## config.mk

```make
export PLATFORM = sky130hd
export DESIGN_NAME = pc_gen_btb_flat
export DESIGN_NICKNAME = d
export VERILOG_FILES = /design/src/rtl/pc_gen_btb_if.sv /design/src/rtl/pc_gen_btb.sv /design/src/flat_wrapper.sv
export SDC_FILE = /design/constraint.sdc
export NUM_CORES = 1
export LEC_CHECK = 0
export CAP_MARGIN = 20
export CORE_ASPECT_RATIO = 1.25
export CORE_MARGIN = 5
export CORE_UTILIZATION = 65
export CTS_CLUSTER_DIAMETER = 40
export DETAILED_ROUTE_END_ITERATION = 12
export GPL_TIMING_DRIVEN = 0
export PLACE_DENSITY = 0.84
export SLEW_MARGIN = 20
export SYNTH_ARGS = -nofsm -noshare
export SYNTH_HDL_FRONTEND = slang
export SYNTH_SLANG_ARGS = --single-unit
```

## constraint.sdc

```tcl
create_clock -name clk -period 8.66 [get_ports clk]
set_clock_uncertainty 0.1 [all_clocks]
set_input_delay 2.165 -clock clk [delete_from_list [all_inputs] [get_ports clk]]
set_output_delay 2.165 -clock clk [all_outputs]
set_load 0.03 [all_outputs]
```

## src/rtl/pc_gen_btb_if.sv

```systemverilog
// Fetch-PC generator bus: redirect, fetch handshake, BTB training and prediction outputs.
interface pc_gen_btb_if #(
  parameter int ADDR_W = 32
);
  logic              flush;
  logic [ADDR_W-1:0] flush_addr;
  logic              fetch_ready;
  logic              upd_valid;
  logic [ADDR_W-1:0] upd_pc;
  logic              upd_taken;
  logic [ADDR_W-1:0] upd_target;
  logic [ADDR_W-1:0] pc;
  logic              pc_valid;
  logic              pred_taken;
  logic [ADDR_W-1:0] pred_target;

  // Environment side: drives redirects, fetch acceptance and training.
  modport master (
    output flush, flush_addr, fetch_ready,
    output upd_valid, upd_pc, upd_taken, upd_target,
    input  pc, pc_valid, pred_taken, pred_target
  );

  // PC generator side.
  modport slave (
    input  flush, flush_addr, fetch_ready,
    input  upd_valid, upd_pc, upd_taken, upd_target,
    output pc, pc_valid, pred_taken, pred_target
  );
endinterface

```

## src/rtl/pc_gen_btb.sv

```systemverilog
// Fetch PC generator with an embedded direct-mapped BTB and saturating direction counters.
//
// state   | meaning
// --------+----------------------------------------------------------
// ST_IDLE | held in reset or first cycle after it; pc not presented
// ST_RUN  | pc_valid = 1; pc advances on fetch acceptance
module pc_gen_btb #(
  parameter int                ADDR_W    = 32,
  parameter int                BTB_DEPTH = 16,
  parameter int                CNT_W     = 2,
  parameter logic [ADDR_W-1:0] RESET_PC  = '0
) (
  input  logic        clk,
  input  logic        rst,
  pc_gen_btb_if.slave bus
);
  localparam int IDX_W = $clog2(BTB_DEPTH);
  localparam int TAG_W = ADDR_W - IDX_W - 2;
  localparam logic [CNT_W-1:0] CNT_MAX  = '1;
  localparam logic [CNT_W-1:0] CNT_WEAK = CNT_W'(1) << (CNT_W - 1);

  typedef enum logic {ST_IDLE, ST_RUN} state_t;

  state_t            state_q, state_d;
  logic              pc_valid;
  logic [ADDR_W-1:0] pc_q, pc_d;

  logic [BTB_DEPTH-1:0] btb_valid;
  logic [TAG_W-1:0]     btb_tag    [BTB_DEPTH];
  logic [ADDR_W-1:0]    btb_target [BTB_DEPTH];
  logic [CNT_W-1:0]     btb_cnt    [BTB_DEPTH];

  logic [IDX_W-1:0]  rd_idx, wr_idx;
  logic [TAG_W-1:0]  rd_tag, wr_tag;
  logic              rd_hit, wr_hit;
  logic              pred_taken;
  logic [ADDR_W-1:0] pred_target;
  logic [CNT_W-1:0]  cnt_nxt;
  logic              unused_upd_lsb;

  // Byte-offset bits of the training PC never participate in lookup.
  assign unused_upd_lsb = ^bus.upd_pc[1:0];

  // State register for the presentation FSM.
  always_ff @(posedge clk) begin
    if (rst) state_q <= ST_IDLE;
    else     state_q <= state_d;
  end

  // Next-state and pc_valid decode; leaves ST_IDLE on the first non-reset edge.
  always_comb begin
    state_d  = state_q;
    pc_valid = 1'b0;
    case (state_q)
      ST_IDLE: state_d = ST_RUN;
      ST_RUN:  pc_valid = 1'b1;
      default: state_d = ST_IDLE;
    endcase
  end

  // BTB lookup for the current fetch PC; reads the pre-update entry on collisions.
  always_comb begin
    rd_idx      = pc_q[IDX_W+1:2];
    rd_tag      = pc_q[ADDR_W-1:IDX_W+2];
    rd_hit      = pc_valid & btb_valid[rd_idx] & (btb_tag[rd_idx] == rd_tag);
    pred_taken  = rd_hit & btb_cnt[rd_idx][CNT_W-1];
    pred_target = pred_taken ? btb_target[rd_idx] : '0;
  end

  // Next fetch PC: flush, then predicted redirect, then sequential, else hold.
  always_comb begin
    pc_d = pc_q;
    if (bus.flush)                           pc_d = bus.flush_addr;
    else if (pc_valid && bus.fetch_ready)    pc_d = pred_taken ? pred_target : pc_q + ADDR_W'(4);
  end

  // Fetch PC register.
  always_ff @(posedge clk) begin
    if (rst) pc_q <= RESET_PC;
    else     pc_q <= pc_d;
  end

  // Training lookup and saturating counter step.
  always_comb begin
    wr_idx  = bus.upd_pc[IDX_W+1:2];
    wr_tag  = bus.upd_pc[ADDR_W-1:IDX_W+2];
    wr_hit  = btb_valid[wr_idx] & (btb_tag[wr_idx] == wr_tag);
    cnt_nxt = btb_cnt[wr_idx];
    if (bus.upd_taken) begin
      if (btb_cnt[wr_idx] != CNT_MAX) cnt_nxt = btb_cnt[wr_idx] + CNT_W'(1);
    end else begin
      if (btb_cnt[wr_idx] != '0)      cnt_nxt = btb_cnt[wr_idx] - CNT_W'(1);
    end
  end

  // Valid bits are the only BTB state that needs clearing on reset.
  always_ff @(posedge clk) begin
    if (rst)
      btb_valid <= '0;
    else if (bus.upd_valid && !wr_hit && bus.upd_taken)
      btb_valid[wr_idx] <= 1'b1;
  end

  // Entry payload: train on hits, allocate on taken misses; not-taken misses are dropped.
  always_ff @(posedge clk) begin
    if (!rst && bus.upd_valid) begin
      if (wr_hit) begin
        btb_cnt[wr_idx] <= cnt_nxt;
        if (bus.upd_taken) btb_target[wr_idx] <= bus.upd_target;
      end else if (bus.upd_taken) begin
        btb_tag[wr_idx]    <= wr_tag;
        btb_target[wr_idx] <= bus.upd_target;
        btb_cnt[wr_idx]    <= CNT_WEAK;
      end
    end
  end

  assign bus.pc          = pc_q;
  assign bus.pc_valid    = pc_valid;
  assign bus.pred_taken  = pred_taken;
  assign bus.pred_target = pred_target;
endmodule

```

## src/flat_wrapper.sv

```systemverilog
// flat-port wrapper written by rule: the top's interface ports become plain ports
module pc_gen_btb_flat 
#(
  parameter int                ADDR_W    = 32,
  parameter int                BTB_DEPTH = 16,
  parameter int                CNT_W     = 2,
  parameter logic [ADDR_W-1:0] RESET_PC  = '0
)
  (clk, rst, bus_flush, bus_flush_addr, bus_fetch_ready, bus_upd_valid, bus_upd_pc, bus_upd_taken, bus_upd_target, bus_pc, bus_pc_valid, bus_pred_taken, bus_pred_target);
  pc_gen_btb_if #(.ADDR_W(ADDR_W)) bus_i ();
  input  logic clk;
  input  logic rst;
  input wire logic [$bits(bus_i.flush)-1:0] bus_flush;
  input wire logic [$bits(bus_i.flush_addr)-1:0] bus_flush_addr;
  input wire logic [$bits(bus_i.fetch_ready)-1:0] bus_fetch_ready;
  input wire logic [$bits(bus_i.upd_valid)-1:0] bus_upd_valid;
  input wire logic [$bits(bus_i.upd_pc)-1:0] bus_upd_pc;
  input wire logic [$bits(bus_i.upd_taken)-1:0] bus_upd_taken;
  input wire logic [$bits(bus_i.upd_target)-1:0] bus_upd_target;
  output wire logic [$bits(bus_i.pc)-1:0] bus_pc;
  output wire logic [$bits(bus_i.pc_valid)-1:0] bus_pc_valid;
  output wire logic [$bits(bus_i.pred_taken)-1:0] bus_pred_taken;
  output wire logic [$bits(bus_i.pred_target)-1:0] bus_pred_target;
  assign bus_i.flush = bus_flush;
  assign bus_i.flush_addr = bus_flush_addr;
  assign bus_i.fetch_ready = bus_fetch_ready;
  assign bus_i.upd_valid = bus_upd_valid;
  assign bus_i.upd_pc = bus_upd_pc;
  assign bus_i.upd_taken = bus_upd_taken;
  assign bus_i.upd_target = bus_upd_target;
  assign bus_pc = bus_i.pc;
  assign bus_pc_valid = bus_i.pc_valid;
  assign bus_pred_taken = bus_i.pred_taken;
  assign bus_pred_target = bus_i.pred_target;
  pc_gen_btb #(.ADDR_W(ADDR_W), .BTB_DEPTH(BTB_DEPTH), .CNT_W(CNT_W), .RESET_PC(RESET_PC)) u_core (.clk(clk), .rst(rst), .bus(bus_i));
endmodule
```

== Word level (Yosys, flattened, before mapping) ==
Memory sizes are Yosys's and may differ from the RTL's. A register that Yosys moved wholly into a read port is not among the register bits.
Index checks and enable logic that the tools add are counted.
Widths: inputs -> output; s select.

* Flip-flop bits (word level): 49
* Memory bits (writable): 960
* Bits of input ports: 102
* Output and inout port bits: 66
* Logic and storage cells: 64
* Memories kept: 3

* $add $sub $neg: 3
* $lt $le $gt $ge: 3
* Equal/unequal tests: 3
* Mux-type cells: 33
* Bitwise logic cells: 7
* Reduce and logical (&&, ||, !) cells: 9

{| class="wikitable"
|+ Memory list
! name !! words !! width !! read ports !! clocked after Yosys merged registers in !! write ports !! line !! RTL
|-
| u_core.btb_target || 16 || 32 || 1 || 1 || 1 || pc_gen_btb.sv:30 || <nowiki>logic [ADDR_W-1:0] btb_target [BTB_DEPTH];</nowiki>
|-
| u_core.btb_tag || 16 || 26 || 2 || 1 || 1 || pc_gen_btb.sv:29 || <nowiki>logic [TAG_W-1:0] btb_tag [BTB_DEPTH];</nowiki>
|-
| u_core.btb_cnt || 16 || 2 || 2 || 1 || 1 || pc_gen_btb.sv:31 || <nowiki>logic [CNT_W-1:0] btb_cnt [BTB_DEPTH];</nowiki>
|}

{| class="wikitable"
|+ Operators by type and width
! kind !! count
|-
| $mux 32 || 5
|-
| $eq 26x26->1 || 2
|-
| $add 32x3->32 const B || 1
|-
| $mux 4 || 6
|-
| $or 16x16->16 || 1
|-
| $mux 1 || 15
|-
| $lt 4x5->1 const B || 2
|-
| $bmux 1 s4 || 2
|-
| $mux 2 || 4
|-
| $logic_and 1x1->1 || 5
|-
| $and 1x1->1 || 4
|-
| $demux 1 s4 || 1
|-
| $ge 4x1->1 const B || 1
|-
| $reduce_bool 2->1 || 2
|-
| $add 2x1->2 const B || 1
|-
| $logic_not 1->1 || 2
|-
| $ne 2x2->1 const B || 1
|-
| $or 1x1->1 || 2
|-
| $sub 2x1->2 const B || 1
|}

== Logic depth before layout (Yosys ltp) ==
Gate-level depths: netlist (run 1).

* Depth after elaboration: 11
* Depth in mapped cells: 15
* Gate-level depth less buffers: 9

== Worst setup path after synthesis (run 1) ==
OpenSTA, ideal clock, no wires.

* Path type: input port to flip-flop
* Start point: input port bus_upd_pc[2]
* End point: memory u_core.btb_tag[11][0] in the netlist's numbering (enable)
* Setup time: 0.410 ns
* Data arrival time: 5.957 ns
* Required time: 8.150 ns
* Setup slack: 2.192 ns
* Cell stages on the path: 11
* Path buffers: 3
* Cells stage by stage: clkbuf_1 > buf_1 > buf_2 > mux4_2 > mux4_2 > xnor2_1 > nand4_1 > nor2_1 > a31oi_1 > nand3_1 > nor2_1

* Longest elaborated chain between the ends: 6
* Elaborated cells between the ends (all ways): 8
* Classes of those cells: 1 x eq/ne; 5 x mux; 1 x bitwise; 1 x memory

{| class="wikitable"
|+ Ends and longest elaborated chain
! element !! line !! RTL
|-
| from (decl) || flat_wrapper.sv:17 || <nowiki>input wire logic [$bits(bus_i.upd_pc)-1:0] bus_upd_pc;</nowiki>
|-
| $mem_v2 16x26 or $bmux 1 s4 (tied branches) || n/a ||
|-
| $eq 26x26->1 or $mux 1 (tied branches) || pc_gen_btb.sv:87 || <nowiki>wr_hit = btb_valid[wr_idx] & (btb_tag[wr_idx] == wr_tag);</nowiki>
|-
| $and 1x1->1 || pc_gen_btb.sv:87 ||
|-
| $mux 1 || pc_gen_btb.sv:107 || <nowiki>if (wr_hit) begin</nowiki>
|-
| $mux 1 || pc_gen_btb.sv:106 || <nowiki>if (!rst && bus.upd_valid) begin</nowiki>
|-
| $mux 1 (not written as such) || pc_gen_btb.sv:111 || <nowiki>btb_tag[wr_idx] <= wr_tag;</nowiki>
|-
| to (decl) || pc_gen_btb.sv:29 ||
|}

Several ways; a longest one is shown, not always the timed one. The select of a mux whose other input is x is not followed.

==> run metrics, run 1 <==
hold slack 0.393 ns; Syn Area/Cell 19.7 sq um; combinational share of power 8.9%; drt total wl 146000 um; flops & latches, synth 1013; Commonest cells post-synth edfxtp_1 (960), mux4_2 (393), mux2i_1 (83), nor2_1 (82); library cell with the highest instance count after synthesis edfxtp_1; Longest Clk Path Bufs 3; initial DRC count 5173; crit path kind flip-flop to output port; leakage 16.2 nW; CTS resizes 2; Buf+Inv Stages, Crit Path 5; clk_lat worst skew 0.69 ns; startpoint types flip-flop; fin nets 2652; first-pass GRT wire length 206000 um; DIE HEIGHT 301 um; GRT Util Overall 40.1%; core region area 67100 sq um; drt wl/cell 41.5 um; Int Power 8.62 mW; Clock power frac 43.3%; Post-Layout Cell Count 3524; row cnt 106; Tmin final 8.72 ns; chip width 243 um; R2R cell count 11; clock transition time at the flip-flop clock pins of the worst setup and hold paths 0.06 ns; setup TNS -0.0615 ns; critical path, cell by cell buf_2 -> buf_2 -> buf_2 -> mux2i_1 -> mux2i_2 -> xnor2_1 -> nand4_1 -> nor4_1 -> nand4_2 -> clkbuf_1 -> nor2b_1 -> clkdlybuf4s50_1; Ports 168; Yosys Warn Count 0; CTS root buf clkbuf_16; switching share of power 24.3%; Final Util 77.0%; sw power 2.77 mW; clk sinks 1013; Worst Tran Pin Value 1.21 ns; status complete, but fails checks; layout cells sized above 1 28.2%; Seq pwr share 47.8%; Synth Instances 2240; largest net degree at the start of global routing 20; H-tree levels 3; cell seen most often among critical-path stages buf_2; Max-Slew Margin vs Limit 19.6%; Worst Path Max Fanout 10; Worst Hold Class flip-flop to flip-flop; number of synthesized flops with an enable pin 960; DP HPWL 92000 um; CP max stage cell clkdlybuf4s50_1; number of global-route vias before repair 27900; postcts setup bufs 0; total CTS buffers 114; mean number of vias per cell 7.84; Synth area leader edfxtp_1; fin. max-slew vios 0; Fin. Hold Viols 0; worst setup margin -0.0615 ns; worst endpoint data arrival time 6.46 ns; area occupied by multi-input gates 13700 sq um; Port Buffers 160; most used flip-flop cell after synthesis edfxtp_1; total vias in the final route 27600; delay-heaviest family, CP buffers and inverters; fin crit share 101%; max-cap violations 0; TritonCTS clock tree done; reg2reg setup slack 3.36 ns; Fmax achieved 115 MHz; dominant cells by area after synthesis edfxtp_1 (65%), mux4_2 (20%), dfxtp_1 (2.4%); Critical Path Stages 12; required time of the critical path 6.40 ns; GP Congestion 0.981; Placed Cells 3299; drt pass-1 iters 8; fill count 3374; ys async rst share 0%; Final setup viols 1; worst slack, placed 0.525 ns; Area growth, synth to finish 17.3%; Mapped Nets 2343; Max VDD drop 0.331 mV; Remaining DRCs 0; Cell variety after synth 68; violated checks setup timing; pwr/cell area 220 nW/um^2; flip-flop and latch area 29900 sq um; post-synthesis cell area 44100 sq um; die area 73200 sq um; CP endpoint kind output port; CTS Hold Bufs 0; initial antenna violation count 14; Starting Density 65.7%; sequential fraction of the synthesis area 67.8%; RSZ-0062 raised after global routing false; post-synth top area share 65.4%; grt ovf 0; critical path endpoint bus_pred_target[10]; CP peak stage delay 0.78 ns; Antenna Nets Post-Route 0
kinds of logic (layout without fill, tap and decap cells):
kind of cell	Yosys count	after routing	synth area share (%)
simple gates	319	319	3.75
flops	1013	1013	67.8
fa+ha+maj	1	1	0.0284
compound gates	163	163	2.64
buf+inv	173	579	1.79
mux	490	490	22.4
xor+xnor	81	81	1.61
other cells	0	14	0
power by group through the flow:
stage | logic (mW) | registers, mW | clock network (mW)
2_1_floorplan | 0.553 | 5.55 | 0
3_3_place_gp | 0.930 | 5.54 | 0
3_5_place_dp | 0.964 | 5.54 | 0
4_1_cts | 0.985 | 5.44 | 4.90
5_1_grt | 1.04 | 5.44 | 5.15
6_report | 1.01 | 5.45 | 4.93
cell type report:
class | count | area share (%)
diodes | 14 | 0.0678
plain buffers | 159 | 1.45
clock buffers | 125 | 5.64
clock inverters | 88 | 1.73
inverters | 12 | 0.0871
multi-input cells | 1054 | 26.4
flip-flops and latches | 1013 | 57.8
well taps | 864 | 2.09
repair buffers | 195 | 4.67
registers in the layout, indices dropped and copies added (netlist names), named ones only:
register,count
u_core.btb_cnt,32
u_core.btb_tag,416
u_core.btb_target,512
u_core.btb_valid,16
u_core.bus.pc,32
u_core.state_q,1
metal layers:
layer | up-vias | GRT usage (%) | wire (um) | share of wire [%]
met5 | - | 0 | 13 | 0.0089
li1 | 10100 | - | - | -
met3 | 714 | 12.5 | 20900 | 14
met4 | 2 | 25.2 | 11700 | 8.0
met1 | 13800 | 48.7 | 44000 | 30
met2 | 3080 | 63.6 | 69500 | 48
worst min-delay path by stage:
stage | startpoint | to | slack [ns] | cells past startpoint
2_1_floorplan | u_core.btb_valid[14] | u_core.btb_valid[14] | 0.34 | 1
3_3_place_gp | u_core.btb_valid[1] | u_core.btb_valid[1] | 0.35 | 1
3_5_place_dp | u_core.btb_valid[10] | u_core.btb_valid[10] | 0.36 | 1
4_1_cts | u_core.btb_valid[10] | u_core.btb_valid[10] | 0.39 | 1
5_1_grt | u_core.btb_valid[10] | u_core.btb_valid[10] | 0.40 | 1
6_report | u_core.btb_valid[10] | u_core.btb_valid[10] | 0.39 | 1
through the flow:
stage               area [sq um]  power [mW]
detailed placement         47800        6.51
global route               51700        11.6
finish                     51700        11.4
CTS                        51600        11.3
global placement           46800        6.47
floorplan                  44100        6.10
cell usage in the layout (no fill, tap or decap), types with 16 or more instances in the layout:
| cell | count |
|---|---|
| a21o_1 | 19 |
| nand2_1 | 45 |
| nor2_1 | 50 |
| dfxtp_1 | 53 |
| xnor2_1 | 75 |
| nor2_4 | 32 |
| buf_1 | 21 |
| mux4_2 | 393 |
| nor2b_1 | 51 |
| edfxtp_1 | 960 |
| buf_2 | 42 |
| clkdlybuf4s50_1 | 160 |
| clkbuf_16 | 115 |
| o21ai_0 | 24 |
| clkbuf_1 | 81 |
| buf_12 | 20 |
| mux2i_1 | 82 |
| nand3_1 | 54 |
| inv_6 | 16 |
| clkinv_2 | 21 |
| a21oi_1 | 34 |
Note: power is estimated with default switching activity, not from simulation.
==> inputs of run 2 (changes only) <==
--- a/config.mk
+++ b/config.mk
@@ -8,12 +8,14 @@
 export CAP_MARGIN = 20
 export CORE_ASPECT_RATIO = 1.25
 export CORE_MARGIN = 5
-export CORE_UTILIZATION = 65
+export CORE_UTILIZATION = 55
 export CTS_CLUSTER_DIAMETER = 40
+export CTS_CLUSTER_SIZE = 10
 export DETAILED_ROUTE_END_ITERATION = 12
 export GPL_TIMING_DRIVEN = 0
-export PLACE_DENSITY = 0.84
+export PLACE_DENSITY = 0.76
 export SLEW_MARGIN = 20
 export SYNTH_ARGS = -nofsm -noshare
 export SYNTH_HDL_FRONTEND = slang
 export SYNTH_SLANG_ARGS = --single-unit
+export TNS_END_PERCENT = 20
==> constraint.sdc (replaced) <==
create_clock -name clk -period 7.7 [get_ports clk]
set_clock_uncertainty 0.1 [all_clocks]
set_input_delay 1.925 -clock clk [delete_from_list [all_inputs] [get_ports clk]]
set_output_delay 1.925 -clock clk [all_outputs]
set_load 0.03 [all_outputs]
==> run metrics, run 2 (synthesis gave the netlist of run 1 again) <==
sw power 3.06 mW (+10%); first-pass GRT wire length 196000 um (-5.1%); fill count 5166 (+53%); Largest register FFs 512 (unchanged); combinational share of power 8.6% (-0.3 points); total power 13.0 mW (+14%); CP endpoint kind output port; pwr/cell area 248 nW/um^2 (+13%); Seq pwr share 47.0% (-0.8 points); max-cap violations 0 (unchanged); chip width 263 um (+8.4%); commonest non-fill, non-tap cell in the layout edfxtp_1; initial DRC count 4136 (-20%); worst hold stages 1 (unchanged); gr busiest metal met2; biggest regs u_core.btb_target: 512 flops, u_core.btb_tag: 416 flops; die area 86000 sq um (+17%); Post-Layout Cell Count 3724 (+5.7%); DIE HEIGHT 327 um (+8.4%); Worst Hold Launch u_core.btb_valid[13]; required time of the critical path 5.68 ns (-0.72 ns); Port Buffers 160 (unchanged); mean number of vias per cell 7.11 (-9.3%); fin nets 2688 (+1.4%); initial antenna violation count 11 (-3); fin. max-slew vios 0 (unchanged); worst endpoint data arrival time 5.62 ns (-0.84 ns); CTS root buf clkbuf_16; Fin. Hold Viols 0 (unchanged); clk sinks 1013 (unchanged); total CTS buffers 134 (+18%); commonest cells after routing, fill and taps aside edfxtp_1 (960), mux4_2 (393), clkdlybuf4s50_1 (156); grt ovf 0 (unchanged); drt wl/cell 37.1 um (-11%); Longest Clk Path Bufs 3 (unchanged); number of global-route vias before repair 26800 (-4.0%); DP Area 48300 sq um (+1.0%); met3 usage 9.25% (-3.3 points); clk_lat worst skew 0.75 ns (+0.06 ns); critical path, cell by cell buf_2 -> buf_2 -> buf_4 -> buf_2 -> clkbuf_1 -> mux4_2 -> nor2b_1 -> clkdlybuf4s50_1; Ports 168 (unchanged); reg2reg end u_core.bus.pc[4]; drt total wl 138000 um (-5.6%); CTS Hold Bufs 0 (unchanged); crit path kind flip-flop to output port; Placed Cells 3509 (+6.4%); Buf+Inv Stages, Crit Path 6 (+1); Int Power 9.98 mW (+16%); Area growth, synth to finish 19.1%; GR met2 Demand/Resource 50.7% (-13 points); Tmin final 7.65 ns; largest net degree at the start of global routing 20 (unchanged); R2R cell count 12 (+1); Fmax achieved 131 MHz; flip-flop and latch area 29900 sq um (about the same); reg2reg setup slack 2.90 ns (-0.46 ns); switching share of power 23.5% (-0.84 points); RSZ-0062 raised after global routing false; Final setup viols 0 (-1); Antenna Nets Post-Route 0 (unchanged); total vias in the final route 26500 (-4.2%); Worst Hold Class flip-flop to flip-flop; hold slack 0.399 ns (+0.00589 ns); status complete, no violations; CP peak stage delay 0.98 ns (+0.20 ns); cell seen most often among critical-path stages buf_2; Remaining DRCs 0 (unchanged); grt met1 use 41.4% (-7.3 points); Worst Path Max Fanout 10 (unchanged); Hold EP u_core.btb_valid[13]; startpoint types flip-flop; Starting Density 55.2% (-10 points); GRT Util Overall 32.0% (-8.1 points); Final Cell Area 52500 sq um (+1.6%); fin crit share 99.3%; Max VDD drop 0.275 mV (-17%); Worst Tran Pin Value 1.25 ns (+0.0436 ns); delay-heaviest family, CP buffers and inverters; DP HPWL 92400 um (+0.41%); area occupied by multi-input gates 13700 sq um (+0.10%); GP Congestion 0.980 (-0.14%); layout cells sized above 1 28.7% (+0.46 points); H-tree levels 4 (+1); TritonCTS clock tree done; CP max stage cell clkbuf_1; drt pass-1 iters 6 (-2); clock transition time at the flip-flop clock pins of the worst setup and hold paths 0.05 ns (about the same); Clock power frac 44.3% (+1.0 points); Largest Register u_core.btb_target; core region area 79800 sq um (+19%); row cnt 116 (+9.4%); leakage 16.5 nW (+2.0%); Max-Slew Margin vs Limit 16.7% (-2.9 points)
## run 2: cell count changes in the layout (fill, tap and decap cells not counted), moves of 6 or more
cell / delta
bufinv_16: -6
buf_6: +6
buf_12: +7
clkbuf_2: +7
inv_6: -9
diode_2: -8
inv_8: -8
clkinv_2: -14
clkbuf_16: +21
## run 2: per-layer routing
metal | vias to the layer above | share of wire (%)
met5 | - | 0.038
met4 | 10 | 5.5
met3 | 431 | 13
met2 | 2237 | 48
met1 | 13700 | 34
li1 | 10100 | -
## run 2: worst reg2reg max path: stages (launching register included)
cell and delay, ns:
dfxtp_1 0.30, buf_4 0.19, buf_4 0.35, buf_2 0.47, mux2i_1 0.63, xnor2_1 0.18, a2111oi_0 0.47, and4_1 0.37
o211ai_4 0.15, nor3_2 0.54, clkbuf_1 0.57, o41ai_1 0.14, a21oi_1 0.25
## run 2: through the flow
| step | setup WS [ns] | util, % | TNS (ns) |
|---|---|---|---|
| after floorplan | 1.47 | - | 0 |
| after global placement | -2.00 | 58.9 | -897.77 |
| after detailed placement | -0.239 | 60.5 | -1.41 |
| after CTS | 0.00416 | 65.7 | 0 |
| after global routing | 0.0808 | 65.8 | 0 |
| final | 0.0508 | 65.8 | 0 |
## run 2: how the worst max path moves through the flow
stage / startpoint / end / slack [ns] / cells after the start
after detailed placement: flip-flop / bus_pred_target[10] / -0.24 / 13
after floorplan: bus_upd_pc[2] / u_core.btb_tag[11][0] / 1.47 / 11
final: flip-flop / bus_pred_target[31] / 0.05 / 8
after global routing: flip-flop / bus_pred_target[16] / 0.08 / 13
after global placement: bus_upd_pc[3] / u_core.btb_tag[10][3] / -2.00 / 11
after CTS: flip-flop / bus_pred_target[6] / 0.004 / 10
## run 2: power by group through the flow
| stage | Combinational [mW] | Clock [mW] | Sequential, mW |
|---|---|---|---|
| global placement | 1.07 | 0 | 6.23 |
| floorplan | 0.622 | 0 | 6.24 |
| CTS | 1.10 | 5.81 | 6.13 |
| detailed placement | 1.10 | 0 | 6.24 |
| finish | 1.13 | 5.78 | 6.13 |
| global route | 1.16 | 6.06 | 6.13 |
## run 2: repair_timing
action,CTS,global route
gates cloned,0,0
gates resized for setup,22,12
pin swaps,1,0
endpoints found under the setup margin,33,32
buffers inserted,3,0
## run 2: final cells by class
type / count / share of cell area [%]
Clock buffer: 159 / 6.68
Buffer: 158 / 1.48
Sequential cell: 1013 / 56.9
Multi-Input combinational cell: 1054 / 26.1
Timing Repair Buffer: 212 / 5.15
Antenna cell: 6 / 0.0286
Clock inverter: 48 / 1.06
Tap cell: 1062 / 2.53
Inverter: 12 / 0.0858
